File: src/rtl/bfloat16_fma_bus_master_if.sv
// Signal bundle between the FMA job sequencer, the bus master and the FMA peripheral bus.
// The master modport is the bus master's view; slave is the environment's view.
interface bfloat16_fma_bus_master_if;
  logic        cmd_valid;
  logic        cmd_ready;
  logic [1:0]  cmd_ctrl;
  logic [3:0]  cmd_op;
  logic [31:0] cmd_a;
  logic [31:0] cmd_b;
  logic [31:0] cmd_c;
  logic [5:0]  cmd_rm;

  logic        bus_valid;
  logic [31:0] bus_addr;
  logic [3:0]  bus_wstrb;
  logic [31:0] bus_wdata;
  logic        bus_ready;
  logic [31:0] bus_rdata;

  logic        rsp_valid;
  logic        rsp_ready;
  logic [31:0] rsp_out;
  logic [9:0]  rsp_flags;
  logic        rsp_timeout;
  logic        busy;

  modport master (
    input  cmd_valid, cmd_ctrl, cmd_op, cmd_a, cmd_b, cmd_c, cmd_rm,
    input  bus_ready, bus_rdata,
    input  rsp_ready,
    output cmd_ready,
    output bus_valid, bus_addr, bus_wstrb, bus_wdata,
    output rsp_valid, rsp_out, rsp_flags, rsp_timeout,
    output busy
  );

  modport slave (
    output cmd_valid, cmd_ctrl, cmd_op, cmd_a, cmd_b, cmd_c, cmd_rm,
    output bus_ready, bus_rdata,
    output rsp_ready,
    input  cmd_ready,
    input  bus_valid, bus_addr, bus_wstrb, bus_wdata,
    input  rsp_valid, rsp_out, rsp_flags, rsp_timeout,
    input  busy
  );
endinterface

File: src/rtl/bfloat16_fma_bus_master.sv
// Runs one bfloat16 FMA job on the memory-mapped FMA peripheral: six register writes,
// then reads of the out and flags registers, with a per-transaction wait timeout.
module bfloat16_fma_bus_master #(
  parameter logic [31:0] BASE_ADDR = 32'h3000_0000,
  parameter int unsigned TIMEOUT   = 16
) (
  input logic                       clk,
  input logic                       reset,
  bfloat16_fma_bus_master_if.master io
);

  localparam int unsigned      WaitW    = $clog2(TIMEOUT + 1);
  localparam logic [WaitW-1:0] WaitLast = WaitW'(TIMEOUT - 1);
  localparam logic [WaitW-1:0] WaitOne  = WaitW'(1);
  localparam logic [2:0]       IdxOut   = 3'd6;
  localparam logic [2:0]       IdxFlags = 3'd7;

  typedef enum logic [1:0] {StIdle, StBus, StResp} state_e;

  state_e           state_q, state_d;
  logic [2:0]       idx_q, idx_d;
  logic [WaitW-1:0] wait_q, wait_d;

  logic [1:0]  ctrl_q, ctrl_d;
  logic [3:0]  op_q, op_d;
  logic [31:0] a_q, a_d;
  logic [31:0] b_q, b_d;
  logic [31:0] c_q, c_d;
  logic [5:0]  rm_q, rm_d;

  logic        bus_valid_q, bus_valid_d;
  logic [31:0] bus_addr_q, bus_addr_d;
  logic [3:0]  bus_wstrb_q, bus_wstrb_d;
  logic [31:0] bus_wdata_q, bus_wdata_d;

  logic [31:0] rsp_out_q, rsp_out_d;
  logic [9:0]  rsp_flags_q, rsp_flags_d;
  logic        rsp_timeout_q, rsp_timeout_d;

  logic        load;
  logic [2:0]  load_idx;
  logic [3:0]  load_wstrb;
  logic [31:0] load_wdata;
  logic [1:0]  job_ctrl;
  logic        txn_done;
  logic        txn_stall;

  assign txn_done  = bus_valid_q & io.bus_ready;
  assign txn_stall = bus_valid_q & ~io.bus_ready;

  // Transaction 0 is loaded on the accepting edge, before ctrl_q holds the new job.
  assign job_ctrl = (state_q == StIdle) ? io.cmd_ctrl : ctrl_q;

  always_comb begin
    load_wstrb = 4'b0000;
    load_wdata = '0;
    unique case (load_idx)
      3'd0: begin
        load_wstrb = 4'b0101;
        load_wdata = {15'b0, job_ctrl[1], 15'b0, job_ctrl[0]};
      end
      3'd1: begin
        load_wstrb = 4'b0101;
        load_wdata = {14'b0, op_q[3:2], 14'b0, op_q[1:0]};
      end
      3'd2: begin
        load_wstrb = 4'b1111;
        load_wdata = a_q;
      end
      3'd3: begin
        load_wstrb = 4'b1111;
        load_wdata = b_q;
      end
      3'd4: begin
        load_wstrb = 4'b1111;
        load_wdata = c_q;
      end
      3'd5: begin
        load_wstrb = 4'b0101;
        load_wdata = {13'b0, rm_q[5:3], 13'b0, rm_q[2:0]};
      end
      default: begin
        load_wstrb = 4'b0000;
        load_wdata = '0;
      end
    endcase
  end

  always_comb begin
    state_d       = state_q;
    idx_d         = idx_q;
    wait_d        = wait_q;
    ctrl_d        = ctrl_q;
    op_d          = op_q;
    a_d           = a_q;
    b_d           = b_q;
    c_d           = c_q;
    rm_d          = rm_q;
    bus_valid_d   = bus_valid_q;
    bus_addr_d    = bus_addr_q;
    bus_wstrb_d   = bus_wstrb_q;
    bus_wdata_d   = bus_wdata_q;
    rsp_out_d     = rsp_out_q;
    rsp_flags_d   = rsp_flags_q;
    rsp_timeout_d = rsp_timeout_q;
    load          = 1'b0;
    load_idx      = idx_q + 3'd1;

    unique case (state_q)
      StIdle: begin
        if (io.cmd_valid) begin
          ctrl_d        = io.cmd_ctrl;
          op_d          = io.cmd_op;
          a_d           = io.cmd_a;
          b_d           = io.cmd_b;
          c_d           = io.cmd_c;
          rm_d          = io.cmd_rm;
          rsp_out_d     = '0;
          rsp_flags_d   = '0;
          rsp_timeout_d = 1'b0;
          load          = 1'b1;
          load_idx      = 3'd0;
          state_d       = StBus;
        end
      end
      StBus: begin
        if (txn_done) begin
          if (idx_q == IdxOut) begin
            rsp_out_d = io.bus_rdata;
          end
          if (idx_q == IdxFlags) begin
            rsp_flags_d = io.bus_rdata[9:0];
            bus_valid_d = 1'b0;
            state_d     = StResp;
          end else begin
            load = 1'b1;
          end
        end else if (txn_stall) begin
          if (wait_q == WaitLast) begin
            bus_valid_d   = 1'b0;
            rsp_out_d     = '0;
            rsp_flags_d   = '0;
            rsp_timeout_d = 1'b1;
            state_d       = StResp;
          end else begin
            wait_d = wait_q + WaitOne;
          end
        end
      end
      StResp: begin
        if (io.rsp_ready) begin
          state_d = StIdle;
        end
      end
      default: state_d = StIdle;
    endcase

    // Loading keeps bus_valid high so back-to-back transactions need no idle cycle.
    if (load) begin
      idx_d       = load_idx;
      wait_d      = '0;
      bus_valid_d = 1'b1;
      bus_addr_d  = BASE_ADDR + {27'b0, load_idx, 2'b00};
      bus_wstrb_d = load_wstrb;
      bus_wdata_d = load_wdata;
    end
  end

  always_ff @(posedge clk) begin
    if (reset) begin
      state_q       <= StIdle;
      idx_q         <= '0;
      wait_q        <= '0;
      ctrl_q        <= '0;
      op_q          <= '0;
      a_q           <= '0;
      b_q           <= '0;
      c_q           <= '0;
      rm_q          <= '0;
      bus_valid_q   <= 1'b0;
      bus_addr_q    <= '0;
      bus_wstrb_q   <= '0;
      bus_wdata_q   <= '0;
      rsp_out_q     <= '0;
      rsp_flags_q   <= '0;
      rsp_timeout_q <= 1'b0;
    end else begin
      state_q       <= state_d;
      idx_q         <= idx_d;
      wait_q        <= wait_d;
      ctrl_q        <= ctrl_d;
      op_q          <= op_d;
      a_q           <= a_d;
      b_q           <= b_d;
      c_q           <= c_d;
      rm_q          <= rm_d;
      bus_valid_q   <= bus_valid_d;
      bus_addr_q    <= bus_addr_d;
      bus_wstrb_q   <= bus_wstrb_d;
      bus_wdata_q   <= bus_wdata_d;
      rsp_out_q     <= rsp_out_d;
      rsp_flags_q   <= rsp_flags_d;
      rsp_timeout_q <= rsp_timeout_d;
    end
  end

  assign io.cmd_ready   = (state_q == StIdle);
  assign io.busy        = (state_q != StIdle);
  assign io.rsp_valid   = (state_q == StResp);
  assign io.bus_valid   = bus_valid_q;
  assign io.bus_addr    = bus_addr_q;
  assign io.bus_wstrb   = bus_wstrb_q;
  assign io.bus_wdata   = bus_wdata_q;
  assign io.rsp_out     = rsp_out_q;
  assign io.rsp_flags   = rsp_flags_q;
  assign io.rsp_timeout = rsp_timeout_q;

endmodule

File: src/flat_wrapper.sv
// flat-port wrapper written by rule: the top's interface ports become plain ports
module bfloat16_fma_bus_master_flat 
#(
  parameter logic [31:0] BASE_ADDR = 32'h3000_0000,
  parameter int unsigned TIMEOUT   = 16
)
  (clk, reset, io_cmd_valid, io_cmd_ctrl, io_cmd_op, io_cmd_a, io_cmd_b, io_cmd_c, io_cmd_rm, io_bus_ready, io_bus_rdata, io_rsp_ready, io_cmd_ready, io_bus_valid, io_bus_addr, io_bus_wstrb, io_bus_wdata, io_rsp_valid, io_rsp_out, io_rsp_flags, io_rsp_timeout, io_busy);
  bfloat16_fma_bus_master_if io_i ();
  input logic clk;
  input logic reset;
  input wire logic [$bits(io_i.cmd_valid)-1:0] io_cmd_valid;
  input wire logic [$bits(io_i.cmd_ctrl)-1:0] io_cmd_ctrl;
  input wire logic [$bits(io_i.cmd_op)-1:0] io_cmd_op;
  input wire logic [$bits(io_i.cmd_a)-1:0] io_cmd_a;
  input wire logic [$bits(io_i.cmd_b)-1:0] io_cmd_b;
  input wire logic [$bits(io_i.cmd_c)-1:0] io_cmd_c;
  input wire logic [$bits(io_i.cmd_rm)-1:0] io_cmd_rm;
  input wire logic [$bits(io_i.bus_ready)-1:0] io_bus_ready;
  input wire logic [$bits(io_i.bus_rdata)-1:0] io_bus_rdata;
  input wire logic [$bits(io_i.rsp_ready)-1:0] io_rsp_ready;
  output wire logic [$bits(io_i.cmd_ready)-1:0] io_cmd_ready;
  output wire logic [$bits(io_i.bus_valid)-1:0] io_bus_valid;
  output wire logic [$bits(io_i.bus_addr)-1:0] io_bus_addr;
  output wire logic [$bits(io_i.bus_wstrb)-1:0] io_bus_wstrb;
  output wire logic [$bits(io_i.bus_wdata)-1:0] io_bus_wdata;
  output wire logic [$bits(io_i.rsp_valid)-1:0] io_rsp_valid;
  output wire logic [$bits(io_i.rsp_out)-1:0] io_rsp_out;
  output wire logic [$bits(io_i.rsp_flags)-1:0] io_rsp_flags;
  output wire logic [$bits(io_i.rsp_timeout)-1:0] io_rsp_timeout;
  output wire logic [$bits(io_i.busy)-1:0] io_busy;
  assign io_i.cmd_valid = io_cmd_valid;
  assign io_i.cmd_ctrl = io_cmd_ctrl;
  assign io_i.cmd_op = io_cmd_op;
  assign io_i.cmd_a = io_cmd_a;
  assign io_i.cmd_b = io_cmd_b;
  assign io_i.cmd_c = io_cmd_c;
  assign io_i.cmd_rm = io_cmd_rm;
  assign io_i.bus_ready = io_bus_ready;
  assign io_i.bus_rdata = io_bus_rdata;
  assign io_i.rsp_ready = io_rsp_ready;
  assign io_cmd_ready = io_i.cmd_ready;
  assign io_bus_valid = io_i.bus_valid;
  assign io_bus_addr = io_i.bus_addr;
  assign io_bus_wstrb = io_i.bus_wstrb;
  assign io_bus_wdata = io_i.bus_wdata;
  assign io_rsp_valid = io_i.rsp_valid;
  assign io_rsp_out = io_i.rsp_out;
  assign io_rsp_flags = io_i.rsp_flags;
  assign io_rsp_timeout = io_i.rsp_timeout;
  assign io_busy = io_i.busy;
  bfloat16_fma_bus_master #(.BASE_ADDR(BASE_ADDR), .TIMEOUT(TIMEOUT)) u_core (.clk(clk), .reset(reset), .io(io_i));
endmodule
File: config.mk
export PLATFORM = sky130hd
export DESIGN_NAME = bfloat16_fma_bus_master_flat
export DESIGN_NICKNAME = d
export VERILOG_FILES = /design/src/rtl/bfloat16_fma_bus_master_if.sv /design/src/rtl/bfloat16_fma_bus_master.sv /design/src/flat_wrapper.sv
export SDC_FILE = /design/constraint.sdc
export NUM_CORES = 1
export LEC_CHECK = 0
export BUFFER_PORTS_ARGS = -buffer_cell sky130_fd_sc_hd__buf_2
export CAP_MARGIN = 20
export CORE_MARGIN = 4
export CORE_UTILIZATION = 50
export CTS_BUF_LIST = sky130_fd_sc_hd__clkbuf_16
export DETAILED_ROUTE_END_ITERATION = 10
export PLACE_DENSITY = 0.84
export SYNTH_ARGS = -nofsm -noshare
export SYNTH_HDL_FRONTEND = slang
export SYNTH_SLANG_ARGS = --single-unit
File: constraint.sdc
create_clock -name clk -period 4.7 [get_ports clk]
set_clock_uncertainty 0.15 [all_clocks]
set_input_delay 0.705 -clock clk [delete_from_list [all_inputs] [get_ports clk]]
set_output_delay 0.705 -clock clk [all_outputs]
set_load 0.02 [all_outputs]
==> results.ini, run 1 <==
[status]
status=complete, no violations

[yosys]
synth_area_leader_cell=dfxtp_1
yosysWarnings=0
async_flop_share_pct=0
synth_top_area_share_pct=49.03
synth_common_cells=nand2_1, dfxtp_1, a21oi_1
seq_area_frac_synth_pct=49.03
syn_avg_cell_area_um2=8.379
synth-edff-count=0
netlist_instances=960
synth_cell_types=50
ys.flop_type=dfxtp_1
synth.most_common_cell=nand2_1
syn_area_um2=8044
ys_seq_elements=197
synthTopCellsByArea=dfxtp_1, nand2_1, a21oi_1

[critical_path]
cp_max_fo=26
crit_type=register to register
arrival_ns=3.35
startpoint_type=register
cp_data_required_time_ns=4.93
critPathCaptureType=register
rr_worst_depth=6

[cts]
clk_latency_ns=0.43
post-cts-setup-buffers=0
cts_hold_buf=0
clockBufferDepth=2
clock-sinks=197
cts_resized=0
clk_pin_slew_ns=0.08
cts_tree=done
htree_levels=4
numCtsBuffers=17
root_buffer=clkbuf_16

[drt]
vias=7166
via_per_inst=5.231
wl_um=21160
route.detailed.drc=0
drtPass1Iterations=5
ant_nets=0
post_drt_wl_per_cell_um=15.44
drt_iter0_drc=493

[power]
combPwrFrac_pct=10.6
power.internal_mw=2.626
switching_power_uw=972.7
power.share.sequential_pct=49.5
irDropWorstVdd_v=0.0002805
power_leakage_nw=4.065
p_sw_share_pct=27.03
power_density_nw_per_um2=370.9
clkPwrFrac_pct=39.9

[worst_hold_path]
hold_depth=2
hold_path_class=register to register

[timing]
max_slew_margin_pct=24.95
drv_slew=0
fin_setup_tns_ns=0
hold_ws_ns=0.2997
tightest_slew_ns=1.126
setup_violations=0
max_freq_mhz=320.7
fin_crit_ns=3.118
rsz0062_at_grt=no
hold_viol=0
period_share_pct=66.33

[final_layout]
fillCellCount=1365
layout.nets=1288
drive_gt1_share_pct=24.50
syn_to_final_growth_pct=20.63

[global_route]
grt_pass1_vias=6532
grt_overflow=0
grt_max_degree=120
antenna_found_initial=7
grt_pass1_wl_um=32790
grt_usage_pct=22.57

[floorplan]
fp.dieW_um=134.8
ios=260
row_count=46
dieArea_um2=18180
initial_core_util_pct=50.82
core_area_um2=15830
die_y_um=134.8

[placed_design]
dpl.hpwl_um=14870
place_congestion=0.8316
numPortBuffers=232

[flow_run]
maxCapViolCount=0

## area by class of cell
cell class | count | area [µm²] | area share, %
diodes | 3 | 7.507 | 0.07737
clock buffers | 17 | 425.4 | 4.384
clock inverters | 15 | 166.4 | 1.715
inverters | 6 | 22.52 | 0.2321
multi-input cells | 675 | 3607 | 37.18
flip-flops and latches | 197 | 3945 | 40.66
well taps | 216 | 270.3 | 2.785
repair buffers | 241 | 1259 | 12.97
## logic make-up (layout without fill, tap and decap cells)
group / Yosys count / count (layout) / synth area share (%)
AOI/OAI and AO/OA: 236 / 236 / 18.37
xor gates and xnor gates: 4 / 4 / 0.4355
adders and majority gates: 5 / 5 / 0.7777
buffers and inverters: 114 / 279 / 7.653
DFF: 197 / 197 / 49.03
muxes: 35 / 35 / 4.386
other: 1 / 30 / 0.04662
and+or+nand+nor: 368 / 368 / 19.30
## power groups by stage
| stage | Combinational, mW | Sequential, mW | Clock, mW |
|---|---|---|---|
| global route | 0.424 | 1.79 | 1.53 |
| floorplan | 0.269 | 1.81 | 0 |
| CTS | 0.374 | 1.78 | 1.46 |
| global placement | 0.367 | 1.82 | 0 |
| finish | 0.381 | 1.78 | 1.44 |
| detailed placement | 0.372 | 1.82 | 0 |
## stage by stage
step / setup slack [ns] / utilization, % / cell area [µm²] / total power [mW] / instances
final: 1.582 / 61.30 / 9703 / 3.599 / 1370
after global routing: 1.365 / 61.29 / 9701 / 3.744 / 1369
after global placement: 1.471 / 57.25 / 9061 / 2.185 / 1333
after CTS: 1.606 / 60.99 / 9653 / 3.611 / 1365
after detailed placement: 1.406 / 57.25 / 9061 / 2.192 / 1333
after floorplan: 1.920 / - / 8142 / 2.084 / 986
## worst max-delay path, stage by stage, from the launching register on
cell and delay, ns:
dfxtp_2 0.62, inv_1 0.09, ha_1 0.57, and3_1 0.37
and2_1 0.86, o2bb2ai_1 0.22, a22o_1 0.16
## layer usage
metal	track usage (%)	vias up	wire (µm)	share of wire [%]
met5	0	-	54	0.26
met1	28.71	3277	8657	41
li1	-	3583	-	-
met4	8.710	8	483	2.3
met3	6.408	46	1729	8.2
met2	36.49	252	10230	48
## state kept, by name, indices dropped and copies added, names as in the netlist, 4 cells and up
name / flops
u_core.io.bus_wdata: 32
u_core.c_q: 32
u_core.b_q: 32
u_core.io.rsp_flags: 10
u_core.io.rsp_out: 32
u_core.a_q: 32
u_core.rm_q: 6
u_core.op_q: 4
u_core.wait_q: 5
## worst paths after layout
kind | from | end | slack (ns)
setup / recovery | u_core.idx_q[0]$_SDFFE_PP0P_ | u_core.io.bus_wdata[31]$_SDFFE_PP0P_ | 1.58
hold / removal | u_core.io.rsp_out[29]$_SDFFE_PP0P_ | u_core.io.rsp_out[29]$_SDFFE_PP0P_ | 0.30
setup reg to reg | u_core.idx_q[0]$_SDFFE_PP0P_ | u_core.io.bus_wdata[31]$_SDFFE_PP0P_ | 1.58
hold reg to reg | u_core.io.rsp_out[29]$_SDFFE_PP0P_ | u_core.io.rsp_out[29]$_SDFFE_PP0P_ | 0.30
## cell usage in the layout (no fill, tap or decap), types with 3 or more instances in the layout
| master | instances |
|---|---|
| a21oi_1 | 116 |
| a221o_1 | 4 |
| a22o_1 | 26 |
| and3_1 | 4 |
| buf_2 | 231 |
| buf_4 | 8 |
| clkbuf_16 | 17 |
| clkinv_2 | 3 |
| clkinv_8 | 3 |
| conb_1 | 27 |
| dfxtp_1 | 196 |
| diode_2 | 3 |
| ha_1 | 5 |
| inv_1 | 5 |
| inv_6 | 3 |
| inv_8 | 3 |
| mux2i_1 | 33 |
| nand2_1 | 268 |
| nand2b_1 | 6 |
| nand3_1 | 51 |
| nor2_1 | 16 |
| nor3_1 | 3 |
| nor4_1 | 3 |
| o211ai_1 | 3 |
| o21ai_0 | 37 |
| o21ai_1 | 10 |
| o2bb2ai_1 | 26 |
| xnor2_1 | 4 |
Power figures use the tool's default switching activity.
==> run 2, diff against run 1 <==
==> constraint.sdc (replaced) <==
create_clock -name clk -period 3.1 [get_ports clk]
set_clock_uncertainty 0.15 [all_clocks]
set_input_delay 0.465 -clock clk [delete_from_list [all_inputs] [get_ports clk]]
set_output_delay 0.465 -clock clk [all_outputs]
set_load 0.02 [all_outputs]
==> results.ini, run 2 (synthesized netlist as in run 1, its figures left out) <==
[drt]
route.detailed.drc=0
post_drt_wl_per_cell_um=15.37
ant_nets=0
drt_iter0_drc=388
drtPass1Iterations=5
via_per_inst=5.241
vias=7232
wl_um=21220

[critical_path]
reg2reg_slack_ns=0.61
cpPeakStageDelay_ns=0.49
crit_type=register to register
cp_common_cell=ha_1
critPathSlowestCell=buf_4
cp_max_fo=64
startpoint_type=register
critPathCaptureType=register
rr_worst_depth=7
arrival_ns=2.63
cp_data_required_time_ns=3.24
crit_chain=ha_1, and3_1, ha_1, o211ai_1, a221oi_4, buf_4, o21ai_0

[timing]
setup_violations=0
fin_setup_tns_ns=0
rsz0062_at_grt=no
tightest_slew_ns=1.053
max_freq_mhz=402.0
drv_slew=0
max_slew_margin_pct=29.79
hold_viol=0
fin_crit_ns=2.488
period_share_pct=80.25
hold_ws_ns=0.09859

[worst_hold_path]
hold_depth=3
hold_path_class=input pin to register

[cts]
cts_tree=done
post-cts-setup-buffers=0
numCtsBuffers=17
cts_hold_buf=0
clock-sinks=197
clk_latency_ns=0.43
root_buffer=clkbuf_16
clockBufferDepth=2
clk_pin_slew_ns=0.08
cts_resized=0
htree_levels=4

[floorplan]
initial_core_util_pct=50.82
dieArea_um2=18180
ios=260
die_y_um=134.8
row_count=46
core_area_um2=15830
fp.dieW_um=134.8

[placed_design]
dpl.cell_count=1345
place_congestion=0.8507
numPortBuffers=232
dpl.hpwl_um=14990

[status]
status=complete, no violations

[power]
irDropWorstVdd_v=0.0004348
power_density_nw_per_um2=559.9
power_leakage_nw=4.106
total_power_mw=5.466

[final_layout]
mostFrequentLayoutCells=nand2_1, buf_2, dfxtp_1
final_common_cell=nand2_1
drive_gt1_share_pct=25.24
syn_to_final_growth_pct=21.36
layout.nets=1298
instances_no_fill=1380

[global_route]
antenna_found_initial=9
grt_overflow=0
grt_pass1_vias=6788
grt_max_degree=99
grt_pass1_wl_um=32870
grt_usage_pct=22.46

[flow_run]
maxCapViolCount=0

## run 2: worst paths after layout
kind	from	to
worst min-delay path	io_bus_rdata[11]	u_core.io.rsp_out[11]$_SDFFE_PP0P_
worst max register to register	u_core.wait_q[0]$_SDFFE_PP0P_	u_core.io.rsp_out[20]$_SDFFE_PP0P_
worst max-delay path	u_core.wait_q[0]$_SDFFE_PP0P_	u_core.io.rsp_out[20]$_SDFFE_PP0P_
worst min register to register	u_core.io.rsp_out[6]$_SDFFE_PP0P_	u_core.io.rsp_out[6]$_SDFFE_PP0P_
## run 2: per-stage QoR
step           utilization [%]  area [µm²]  setup slack, ns
2_1_floorplan                -        8142           0.3200
3_3_place_gp             57.90        9164           0.6659
3_5_place_dp             57.90        9164           0.6400
4_1_cts                  61.63        9754           0.6347
5_1_grt                  61.68        9762           0.3769
6_report                 61.68        9762           0.6122
## run 2: layout make-up
| class | instances | area (µm²) |
|---|---|---|
| Clock buffer | 17 | 425.4 |
| Fill cell | 1370 | 6066 |
| Sequential cell | 197 | 3945 |
| Tap cell | 216 | 270.3 |
| Inverter | 6 | 22.52 |
| Clock inverter | 15 | 165.2 |
| Multi-Input combinational cell | 675 | 3607 |
| Antenna cell | 3 | 7.507 |
| Timing Repair Buffer | 251 | 1319 |
## run 2: metal layers
layer | up-vias | share of wire, % | wire, µm | global-route usage (%)
li1 | 3605 | - | - | -
met1 | 3314 | 41 | 8645 | 27.41
met2 | 260 | 49 | 10460 | 37.91
met3 | 43 | 7.5 | 1586 | 6.185
met4 | 10 | 2.2 | 472 | 8.484
met5 | - | 0.26 | 56 | 0
## run 2: critical path: cells and delay by family, from the launching register on
| family | cells | cell delay, ns |
|---|---|---|
| AOI/OAI and AO/OA | 3 | 0.68 |
| buffers and inverters | 1 | 0.49 |
| adders and majority gates | 2 | 0.47 |
| DFF | 1 | 0.38 |
| and+or+nand+nor | 1 | 0.16 |
## run 2: report_power, final
part / internal [mW] / switching [mW] / leakage, nW
logic: 0.204 / 0.383 / 2.21
registers: 2.64 / 0.0643 / 1.61
clock network: 1.15 / 1.03 / 0.288
total: 3.99 / 1.48 / 4.11
